==> src/rtl/temp_alarm_ctrl_if.sv <==
// Temperature-alarm bus: sample input from the temperature monitor and the
// averaged/alarm results going back out.
//
// Handshake: the monitor presents `temperature` with `ready`; a sample is
// taken once per low-to-high transition of `ready` (holding `ready` high
// does not retake it). `avg_valid` is a one-cycle pulse marking the cycle
// in which `avg_temp` carries a freshly updated average; there is no
// back-pressure on the result side.
interface temp_alarm_ctrl_if;
    logic [7:0] temperature;
    logic       ready;
    logic       alarm_ack;
    logic [7:0] avg_temp;
    logic       avg_valid;
    logic       alarm;
    logic [7:0] peak_temp;

    // Temperature monitor / environment side
    modport master (
        output temperature, ready, alarm_ack,
        input  avg_temp, avg_valid, alarm, peak_temp
    );

    // Alarm controller side
    modport slave (
        input  temperature, ready, alarm_ack,
        output avg_temp, avg_valid, alarm, peak_temp
    );
endinterface

==> src/rtl/temp_alarm_ctrl.sv <==
// Temperature alarm controller: 4-sample moving average, peak capture and a
// debounced hysteresis alarm FSM (NORMAL/RISING/ALARM/FALLING).
// Optional feature: define TEMP_ALARM_LATCH_EN to make the alarm latch until
// acknowledged with alarm_ack while the FSM is back in NORMAL.
module temp_alarm_ctrl #(
    parameter logic [7:0] T_HIGH   = 8'd60,
    parameter logic [7:0] T_LOW    = 8'd55,
    parameter int         DEBOUNCE = 3
) (
    input  logic                clk,
    input  logic                rst_n,
    temp_alarm_ctrl_if.slave    bus,
    output logic [1:0]          dbg_state,
    output logic [3:0]          dbg_cnt
);

    typedef enum logic [1:0] {
        NORMAL  = 2'd0,
        RISING  = 2'd1,
        ALARM   = 2'd2,
        FALLING = 2'd3
    } state_t;

    localparam logic [3:0] DEB = 4'(DEBOUNCE);

    // Datapath state
    logic       ready_q, ready_d;
    logic [7:0] win_q [4];
    logic [7:0] win_d [4];
    logic [9:0] sum_q, sum_d;
    logic       preload_q, preload_d;
    logic       cap_q, cap_d;
    logic [7:0] avg_temp_q, avg_temp_d;
    logic       avg_valid_q, avg_valid_d;
    logic [7:0] peak_q, peak_d;

    // FSM state
    state_t     state_q, state_d;
    logic [3:0] cnt_q, cnt_d;
    logic       alarm_q, alarm_d;

    logic       capture;

    // Capture detection, window shift, running sum, peak and average stage
    always_comb begin
        capture     = bus.ready & ~ready_q;
        ready_d     = bus.ready;
        win_d       = win_q;
        sum_d       = sum_q;
        preload_d   = preload_q;
        peak_d      = peak_q;
        cap_d       = capture;
        avg_valid_d = cap_q;
        avg_temp_d  = cap_q ? sum_q[9:2] : avg_temp_q;

        if (capture) begin
            if (!preload_q) begin
                // First sample after reset fills the whole window.
                for (int i = 0; i < 4; i++) win_d[i] = bus.temperature;
                sum_d     = {bus.temperature, 2'b00};
                preload_d = 1'b1;
            end else begin
                win_d[0] = bus.temperature;
                for (int i = 1; i < 4; i++) win_d[i] = win_q[i-1];
                sum_d = sum_q - {2'b00, win_q[3]} + {2'b00, bus.temperature};
            end
            peak_d = (bus.temperature > peak_q) ? bus.temperature : peak_q;
        end
    end

    // Datapath registers
    always_ff @(posedge clk or negedge rst_n) begin
        if (!rst_n) begin
            ready_q     <= 1'b0;
            for (int i = 0; i < 4; i++) win_q[i] <= 8'd0;
            sum_q       <= 10'd0;
            preload_q   <= 1'b0;
            cap_q       <= 1'b0;
            avg_temp_q  <= 8'd0;
            avg_valid_q <= 1'b0;
            peak_q      <= 8'd0;
        end else begin
            ready_q     <= ready_d;
            win_q       <= win_d;
            sum_q       <= sum_d;
            preload_q   <= preload_d;
            cap_q       <= cap_d;
            avg_temp_q  <= avg_temp_d;
            avg_valid_q <= avg_valid_d;
            peak_q      <= peak_d;
        end
    end

    // Hysteresis/debounce next-state; only advances on a fresh average
    always_comb begin
        state_d = state_q;
        cnt_d   = cnt_q;
        if (avg_valid_q) begin
            case (state_q)
                NORMAL: begin
                    if (avg_temp_q >= T_HIGH) begin
                        if (DEB == 4'd1) begin
                            state_d = ALARM;
                            cnt_d   = 4'd0;
                        end else begin
                            state_d = RISING;
                            cnt_d   = 4'd1;
                        end
                    end
                end
                RISING: begin
                    if (avg_temp_q >= T_HIGH) begin
                        if (cnt_q + 4'd1 == DEB) begin
                            state_d = ALARM;
                            cnt_d   = 4'd0;
                        end else begin
                            cnt_d   = cnt_q + 4'd1;
                        end
                    end else begin
                        state_d = NORMAL;
                        cnt_d   = 4'd0;
                    end
                end
                ALARM: begin
                    if (avg_temp_q <= T_LOW) begin
                        if (DEB == 4'd1) begin
                            state_d = NORMAL;
                            cnt_d   = 4'd0;
                        end else begin
                            state_d = FALLING;
                            cnt_d   = 4'd1;
                        end
                    end
                end
                FALLING: begin
                    if (avg_temp_q <= T_LOW) begin
                        if (cnt_q + 4'd1 == DEB) begin
                            state_d = NORMAL;
                            cnt_d   = 4'd0;
                        end else begin
                            cnt_d   = cnt_q + 4'd1;
                        end
                    end else begin
                        state_d = ALARM;
                        cnt_d   = 4'd0;
                    end
                end
                default: begin
                    state_d = NORMAL;
                    cnt_d   = 4'd0;
                end
            endcase
        end
    end

`ifdef TEMP_ALARM_LATCH_EN
    // Latched alarm: set on entering ALARM, cleared only by an ack in NORMAL
    always_comb begin
        alarm_d = alarm_q;
        if (state_d == ALARM && state_q != ALARM)
            alarm_d = 1'b1;
        else if (bus.alarm_ack && state_q == NORMAL)
            alarm_d = 1'b0;
    end
`else
    // Follow-mode alarm: asserted while over temperature or still debouncing down
    logic unused_alarm_ack;
    assign unused_alarm_ack = bus.alarm_ack;

    always_comb begin
        alarm_d = (state_d == ALARM) || (state_d == FALLING);
    end
`endif

    // FSM registers with registered alarm output
    always_ff @(posedge clk or negedge rst_n) begin
        if (!rst_n) begin
            state_q <= NORMAL;
            cnt_q   <= 4'd0;
            alarm_q <= 1'b0;
        end else begin
            state_q <= state_d;
            cnt_q   <= cnt_d;
            alarm_q <= alarm_d;
        end
    end

    assign bus.avg_temp  = avg_temp_q;
    assign bus.avg_valid = avg_valid_q;
    assign bus.alarm     = alarm_q;
    assign bus.peak_temp = peak_q;
    assign dbg_state     = state_q;
    assign dbg_cnt       = cnt_q;

endmodule

==> src/flat_wrapper.sv <==
// flat-port wrapper written by rule: the top's interface ports become plain ports
module temp_alarm_ctrl_flat 
#(
    parameter logic [7:0] T_HIGH   = 8'd60,
    parameter logic [7:0] T_LOW    = 8'd55,
    parameter int         DEBOUNCE = 3
)
  (clk, rst_n, dbg_state, dbg_cnt, bus_temperature, bus_ready, bus_alarm_ack, bus_avg_temp, bus_avg_valid, bus_alarm, bus_peak_temp);
  temp_alarm_ctrl_if bus_i ();
  input  logic clk;
  input  logic rst_n;
  output logic [1:0] dbg_state;
  output logic [3:0] dbg_cnt;
  input wire logic [$bits(bus_i.temperature)-1:0] bus_temperature;
  input wire logic [$bits(bus_i.ready)-1:0] bus_ready;
  input wire logic [$bits(bus_i.alarm_ack)-1:0] bus_alarm_ack;
  output wire logic [$bits(bus_i.avg_temp)-1:0] bus_avg_temp;
  output wire logic [$bits(bus_i.avg_valid)-1:0] bus_avg_valid;
  output wire logic [$bits(bus_i.alarm)-1:0] bus_alarm;
  output wire logic [$bits(bus_i.peak_temp)-1:0] bus_peak_temp;
  assign bus_i.temperature = bus_temperature;
  assign bus_i.ready = bus_ready;
  assign bus_i.alarm_ack = bus_alarm_ack;
  assign bus_avg_temp = bus_i.avg_temp;
  assign bus_avg_valid = bus_i.avg_valid;
  assign bus_alarm = bus_i.alarm;
  assign bus_peak_temp = bus_i.peak_temp;
  temp_alarm_ctrl #(.T_HIGH(T_HIGH), .T_LOW(T_LOW), .DEBOUNCE(DEBOUNCE)) u_core (.clk(clk), .rst_n(rst_n), .bus(bus_i), .dbg_state(dbg_state), .dbg_cnt(dbg_cnt));
endmodule
==> config.mk <==
export PLATFORM = sky130hd
export DESIGN_NAME = temp_alarm_ctrl_flat
export DESIGN_NICKNAME = d
export VERILOG_FILES = /design/src/rtl/temp_alarm_ctrl_if.sv /design/src/rtl/temp_alarm_ctrl.sv /design/src/flat_wrapper.sv
export SDC_FILE = /design/constraint.sdc
export NUM_CORES = 1
export LEC_CHECK = 0
export ABC_AREA = 1
export CAP_MARGIN = 20
export CORE_ASPECT_RATIO = 0.75
export CORE_MARGIN = 3
export CORE_UTILIZATION = 29
export CTS_BUF_LIST = sky130_fd_sc_hd__clkbuf_2
export CTS_CLUSTER_DIAMETER = 50
export DETAILED_ROUTE_END_ITERATION = 12
export PLACE_DENSITY_LB_ADDON = 0.12
export SLEW_MARGIN = 10
export SYNTH_ARGS = -nofsm -noshare
export SYNTH_HDL_FRONTEND = slang
export SYNTH_SLANG_ARGS = --single-unit
==> constraint.sdc <==
create_clock -name clk -period 2.4 [get_ports clk]
set_input_delay 0.24 -clock clk [delete_from_list [all_inputs] [get_ports clk]]
set_output_delay 0.24 -clock clk [all_outputs]
set_load 0.05 [all_outputs]
==> flow_summary.json, run 1 <==
{
  "final_area_sq_um": 4510,
  "htree_levels": 3,
  "floorplan.initialDensity": 0.302,
  "post_synth_edffs": 0,
  "synthTopCellsByCount": "sky130_fd_sc_hd__nand2_1, sky130_fd_sc_hd__dfrtp_1, sky130_fd_sc_hd__inv_1",
  "max-clock-path-buffers": 2,
  "slew_headroom": 0.523,
  "critPathMaxFanout": 5,
  "synth_nets": 489,
  "final_nets": 542,
  "floorplan.rows": 35,
  "dieArea_sq_um": 14500,
  "synth_ff_type": "sky130_fd_sc_hd__dfrtp_1",
  "synth.ff_latch_count": 69,
  "share_comb_of_total_power": 0.584,
  "cts.clk_slew.worst_paths_ns": 0.19,
  "maxSlewViolCount": 0,
  "gpl.final_weighted_congestion": 0.813,
  "power_leakage_nw": 2.25,
  "yosysTopAreaCellShare": 0.456,
  "power_report.internal_total_mw": 2.81,
  "finalSetupViolCount": 0,
  "cts_made_buffers": 9,
  "synthTopCellsByArea": "sky130_fd_sc_hd__dfrtp_1, sky130_fd_sc_hd__nand2_1, sky130_fd_sc_hd__ha_1",
  "placedCellCount": 656,
  "utilization": 0.360,
  "max_clock_freq_ghz": 0.452,
  "cp.required_ns": 2.81,
  "die_width_microns": 138,
  "detailedRoute.firstPassIterationCount": 4,
  "grt_max_degree": 41,
  "portBuffers": 34,
  "post-cts-setup-buffer-count": 0,
  "yosysWarningCount": 0,
  "design.portCount": 36,
  "layout_setup_ws_ns": 0.188,
  "power_dens_cells_nw_per_um2": 1180,
  "synth.avg_cell_area_sq_um": 8.44,
  "critPathSlowestCell": "sky130_fd_sc_hd__fa_1",
  "initial_antenna_violation_count": 0,
  "seq_power_share": 0.318,
  "post-route-period-util": 0.922,
  "fin_crit_ns": 2.21,
  "fin_worst_hold_slack_ns": 0.183,
  "cpLargestDelayFamily": "adder cells",
  "synth_async_sr_flop_share": 1.00,
  "cp-start-kind": "register",
  "grt_setup_unrepaired": "no",
  "dpl-instance-area_sq_um": 4430,
  "ant_nets": 0,
  "power_total_mw": 5.34,
  "global_route_wire_length_before_repair_mm": 15.2,
  "worst_slew_pin_slew_ns": 0.716,
  "post-dp-hpwl_mm": 6.39,
  "timing_worst_setup_path_type": "register to register",
  "vdd_drop_max_uv": 337,
  "drt-wirelength-per-cell_microns": 12.8,
  "max-cap-violations": 0,
  "syn2layout_area_growth_pct": 19.1,
  "max_stage_delay_on_crit_path_ns": 0.51,
  "final.setup.tns_ns": 0,
  "worstHoldPathType": "primary input to register",
  "worst_ep_arrival_time_ns": 2.62,
  "pre_cts_slack_ns": -0.176,
  "antennaDiodeCount": 0,
  "instances_no_fill": 671,
  "postRouteWirelength_mm": 8.59,
  "hold_viol": 0,
  "post_synth_instance_area_sq_um": 3790,
  "n_fill_cell": 1339,
  "gr-usage-all-layers": 0.133,
  "power_switching_mw": 2.53,
  "seq_area_frac_synth": 0.456,
  "post_drt_via_cell_ratio": 4.48,
  "detail_route.drc_violations": 0,
  "root_buf_cell": "sky130_fd_sc_hd__clkbuf_2",
  "overflow": 0,
  "skew_pair_late_insertion_delay_ns": 0.50,
  "synth_cells": 449,
  "drive_gt1_frac": 0.109,
  "critical_path.endpoint_type": "register",
  "netlist-cell-type-count": 33,
  "vias_in_the_first_global_route": 3011,
  "switching_portion_of_total_power": 0.474,
  "synth.largest_area_cell": "sky130_fd_sc_hd__dfrtp_1",
  "detail_route.iter0.violations": 175,
  "clock_sink_count": 69,
  "via_count": 3008,
  "status": "completed",
  "chain_of_cells_forming_the_critical_path": "inv_1 > fa_1 > inv_1 > ha_1 > a21oi_1 > nand2_1 > a21oi_1 > o21ai_0 > a22oi_1",
  "clock_tree_from_tritoncts": "yes",
  "critical_path.n_buffers_inverters": 2,
  "post-synth-top-count-cell": "sky130_fd_sc_hd__nand2_1",
  "design.core.area_sq_um": 12500,
  "finClkSkew_ns": 0.0239,
  "die_y_microns": 105,
  "clkPwrFrac": 0.098
}
[kinds of logic after synthesis]
family,count (synthesis),share of synthesized area
buffers and inverters,78,0.0822
multiplexers,1,0.00297
adder cells (fa/ha/maj),28,0.108
XOR/XNOR,3,0.00694
flip-flops,69,0.456
AO/OA/AOI/OAI,85,0.139
AND/OR/NAND/NOR,185,0.205
[power by group through the flow]
stage / registers (mW) / clock network [mW] / logic [mW]
after detailed placement: 1.73 / 0 / 3.13
after CTS: 1.70 / 0.572 / 3.14
after global routing: 1.75 / 0.617 / 3.56
final: 1.70 / 0.525 / 3.12
after floorplan: 2.22 / 0 / 1.73
after global placement: 1.72 / 0 / 3.10
[cell type report]
type	count	area, sq um	area share
multi-input cells	302	1750	0.389
clock buffers	10	50.0	0.0111
repair buffers	53	505	0.112
well taps	166	208	0.0460
inverters	67	251	0.0557
flip-flops and latches	69	1730	0.383
clock inverters	4	17.5	0.00388
[layer usage]
| layer | routed length, microns | track usage | vias up |
|---|---|---|---|
| li1 | - | - | 1536 |
| met1 | 4440 | 0.190 | 1415 |
| met2 | 3680 | 0.194 | 43 |
| met3 | 315 | 0.0371 | 14 |
| met4 | 149 | 0.0423 | 0 |
| met5 | 0 | 0 | - |
[worst paths after layout]
path,startpoint,end,slack (ns),cells past startpoint
worst max-delay path,u_core.sum_q[3],u_core.sum_q[4],0.19,9
worst min-delay path,bus_ready,u_core.ready_q,0.18,1
worst max register to register,u_core.sum_q[3],u_core.sum_q[4],0.19,9
worst min register to register,u_core.win_q[31],u_core.win_q[31],0.51,2
max in group asynchronous,rst_n,u_core.win_q[15],1.42,3
min in group asynchronous,rst_n,u_core.win_q[17],0.30,2
[registers in the layout, indices dropped and copies added (netlist names)]
signal	flops
u_core.win_q	32
u_core.sum_q	10
u_core.bus.avg_temp	8
u_core.bus.peak_temp	8
u_core.dbg_cnt	4
u_core.dbg_state	2
u_core.avg_valid_d	1
u_core.bus.alarm	1
u_core.bus.avg_valid	1
u_core.preload_q	1
u_core.ready_q	1
[cells in the final DEF (no fill, tap or decap), types with 3 or more instances in the layout]
cell type,instances
sky130_fd_sc_hd__a21oi_1,48
sky130_fd_sc_hd__clkbuf_2,10
sky130_fd_sc_hd__fa_1,8
sky130_fd_sc_hd__a22oi_1,4
sky130_fd_sc_hd__nand4_1,3
sky130_fd_sc_hd__inv_2,3
sky130_fd_sc_hd__buf_4,16
sky130_fd_sc_hd__o21ai_0,14
sky130_fd_sc_hd__dfrtp_1,69
sky130_fd_sc_hd__nand2_1,99
sky130_fd_sc_hd__inv_1,64
sky130_fd_sc_hd__ha_1,19
sky130_fd_sc_hd__nor2_1,48
sky130_fd_sc_hd__o21a_1,3
sky130_fd_sc_hd__a21oi_2,9
sky130_fd_sc_hd__clkdlybuf4s50_1,33
sky130_fd_sc_hd__nand3_1,27
sky130_fd_sc_hd__xor2_1,3
[timing repair]
action / 4_1_cts / 5_1_grt
endpoints found under the hold margin: 29 / 0
setup endpoints to repair: 0 / 2
gates resized for setup: 0 / 2
hold buffers: 1 / 0
(Power assumes the default switching activity.)
==> run 2, diff against run 1 <==
Settings changed: SKIP_LAST_GASP from default to 1.
==> flow_summary.json, run 2 (same netlist as run 1, synthesis figures left out) <==
{
  "worst_ep_arrival_time_ns": 2.60,
  "status": "completed",
  "gr-usage-all-layers": 0.133,
  "initial_antenna_violation_count": 0,
  "via_count": 3012,
  "power_dens_cells_nw_per_um2": 1180,
  "detail_route.drc_violations": 0,
  "multi_input_area_sq_um": 1750,
  "post-route-period-util": 0.904,
  "floorplan.rows": 35,
  "max_clock_freq_ghz": 0.461,
  "grtUsageMet3": 0.0371,
  "layout_commonest_cell": "sky130_fd_sc_hd__nand2_1",
  "mostFrequentLayoutCells": "sky130_fd_sc_hd__nand2_1, sky130_fd_sc_hd__dfrtp_1, sky130_fd_sc_hd__inv_1, sky130_fd_sc_hd__nor2_1, sky130_fd_sc_hd__a21oi_1",
  "final.setup.tns_ns": 0,
  "overflow": 0,
  "grt_setup_unrepaired": "yes",
  "n_fill_cell": 1337,
  "final_area_sq_um": 4510,
  "post-cts-setup-buffer-count": 0,
  "dieArea_sq_um": 14500,
  "busiest_layer": "met2",
  "antennaDiodeCount": 0,
  "cp.required_ns": 2.83,
  "layout_setup_ws_ns": 0.230,
  "pre_cts_slack_ns": -0.176,
  "portBuffers": 34,
  "cts_made_buffers": 9,
  "ant_nets": 0,
  "design.core.area_sq_um": 12500,
  "skew_pair_late_insertion_delay_ns": 0.50,
  "max-cap-violations": 0,
  "met2_global_route_usage": 0.194,
  "hold_viol": 0,
  "root_buf_cell": "sky130_fd_sc_hd__clkbuf_2",
  "power_leakage_nw": 2.25,
  "vdd_drop_max_uv": 337,
  "syn2layout_area_growth_pct": 19.0,
  "gpl.final_weighted_congestion": 0.813,
  "postRouteWirelength_mm": 8.58,
  "max_reg_flops": 32,
  "grt_use_met1": 0.190,
  "critPathMaxFanout": 5,
  "dpl-instance-area_sq_um": 4430,
  "grt_max_degree": 41,
  "floorplan.initialDensity": 0.302,
  "vias_in_the_first_global_route": 3011,
  "detailedRoute.firstPassIterationCount": 4,
  "slew_headroom": 0.524,
  "maxSlewViolCount": 0,
  "cts.clk_slew.worst_paths_ns": 0.19,
  "global_route_wire_length_before_repair_mm": 15.2,
  "drt-wirelength-per-cell_microns": 12.8,
  "drive_gt1_frac": 0.107,
  "die_y_microns": 105,
  "fin_crit_ns": 2.17,
  "die_width_microns": 138,
  "htree_levels": 3,
  "power_total_mw": 5.33,
  "max-clock-path-buffers": 2,
  "post_drt_via_cell_ratio": 4.49,
  "sequential_area_sq_um": 1730,
  "final_nets": 542,
  "worstHoldPathType": "primary input to register",
  "finClkSkew_ns": 0.0237,
  "clock_tree_from_tritoncts": "yes",
  "registers.top_by_ff_count": "u_core.win_q",
  "post-dp-hpwl_mm": 6.39,
  "cp-start-kind": "register",
  "timing_worst_setup_path_type": "register to register",
  "clock_sink_count": 69,
  "largest_registers": "u_core.win_q (32), u_core.sum_q (10)",
  "detail_route.iter0.violations": 163,
  "design.portCount": 36,
  "fin_worst_hold_slack_ns": 0.176,
  "finalSetupViolCount": 0,
  "worst_slew_pin_slew_ns": 0.714,
  "critical_path.endpoint_type": "register"
}
## run 2: area by class of cell
class,instances,area share
sequential,69,0.383
tap,166,0.0461
inverter,67,0.0558
timing repair buffer,53,0.112
clock inverter,4,0.00388
clock buffer,10,0.0111
multi-input combinational,302,0.388
## run 2: where the power goes
group,internal (mW),total [mW],switching [mW]
Sequential,1.48,1.70,0.216
Clock,0.120,0.526,0.406
Combinational,1.20,3.11,1.90
## run 2: worst paths after layout
check,slack [ns],from,endpoint,depth (start not counted)
setup / recovery,0.23,u_core.sum_q[4],u_core.sum_q[7],11
max in group asynchronous,1.42,rst_n,u_core.win_q[15],3
setup reg to reg,0.23,u_core.sum_q[4],u_core.sum_q[7],11
hold / removal,0.18,bus_ready,u_core.ready_q,1
min in group asynchronous,0.29,rst_n,u_core.win_q[17],2
hold reg to reg,0.51,u_core.win_q[31],u_core.win_q[31],2
## run 2: per-stage QoR
step / instances / utilization
global route: 671 / 0.360
finish: 671 / 0.360
detailed placement: 656 / 0.354
floorplan: 449 / -
CTS: 671 / 0.360
global placement: 656 / 0.354
## run 2: routing by layer
metal	wire [microns]	part of all wire	vias up
met5	0	0	-
met4	149	0.017	0
met3	313	0.037	14
met2	3670	0.43	43
met1	4440	0.52	1418
li1	-	-	1537
## run 2: timing repair
item,CTS,global route
hold buffers,1,0
hold endpoints to repair,29,0
setup endpoints to repair,0,2
gates resized for setup,0,1
## run 2: worst max-delay path: stages, from the launching register on
cell and delay (ns):
sky130_fd_sc_hd__dfrtp_1 0.39, sky130_fd_sc_hd__inv_1 0.09, sky130_fd_sc_hd__fa_1 0.50, sky130_fd_sc_hd__inv_1 0.05
sky130_fd_sc_hd__ha_1 0.35, sky130_fd_sc_hd__a21oi_2 0.21, sky130_fd_sc_hd__nor2_1 0.06, sky130_fd_sc_hd__nor2_1 0.15
sky130_fd_sc_hd__nand2_1 0.08, sky130_fd_sc_hd__nand2_1 0.05, sky130_fd_sc_hd__nand3_1 0.06, sky130_fd_sc_hd__a21oi_1 0.14
==> run 3, diff against run 2 <==
Settings changed: GPL_ROUTABILITY_DRIVEN from default to 1, GPL_TIMING_DRIVEN from default to 1.
==> results of run 3 <==
The final DEF is identical to that of run 2; final timing and power are the same.
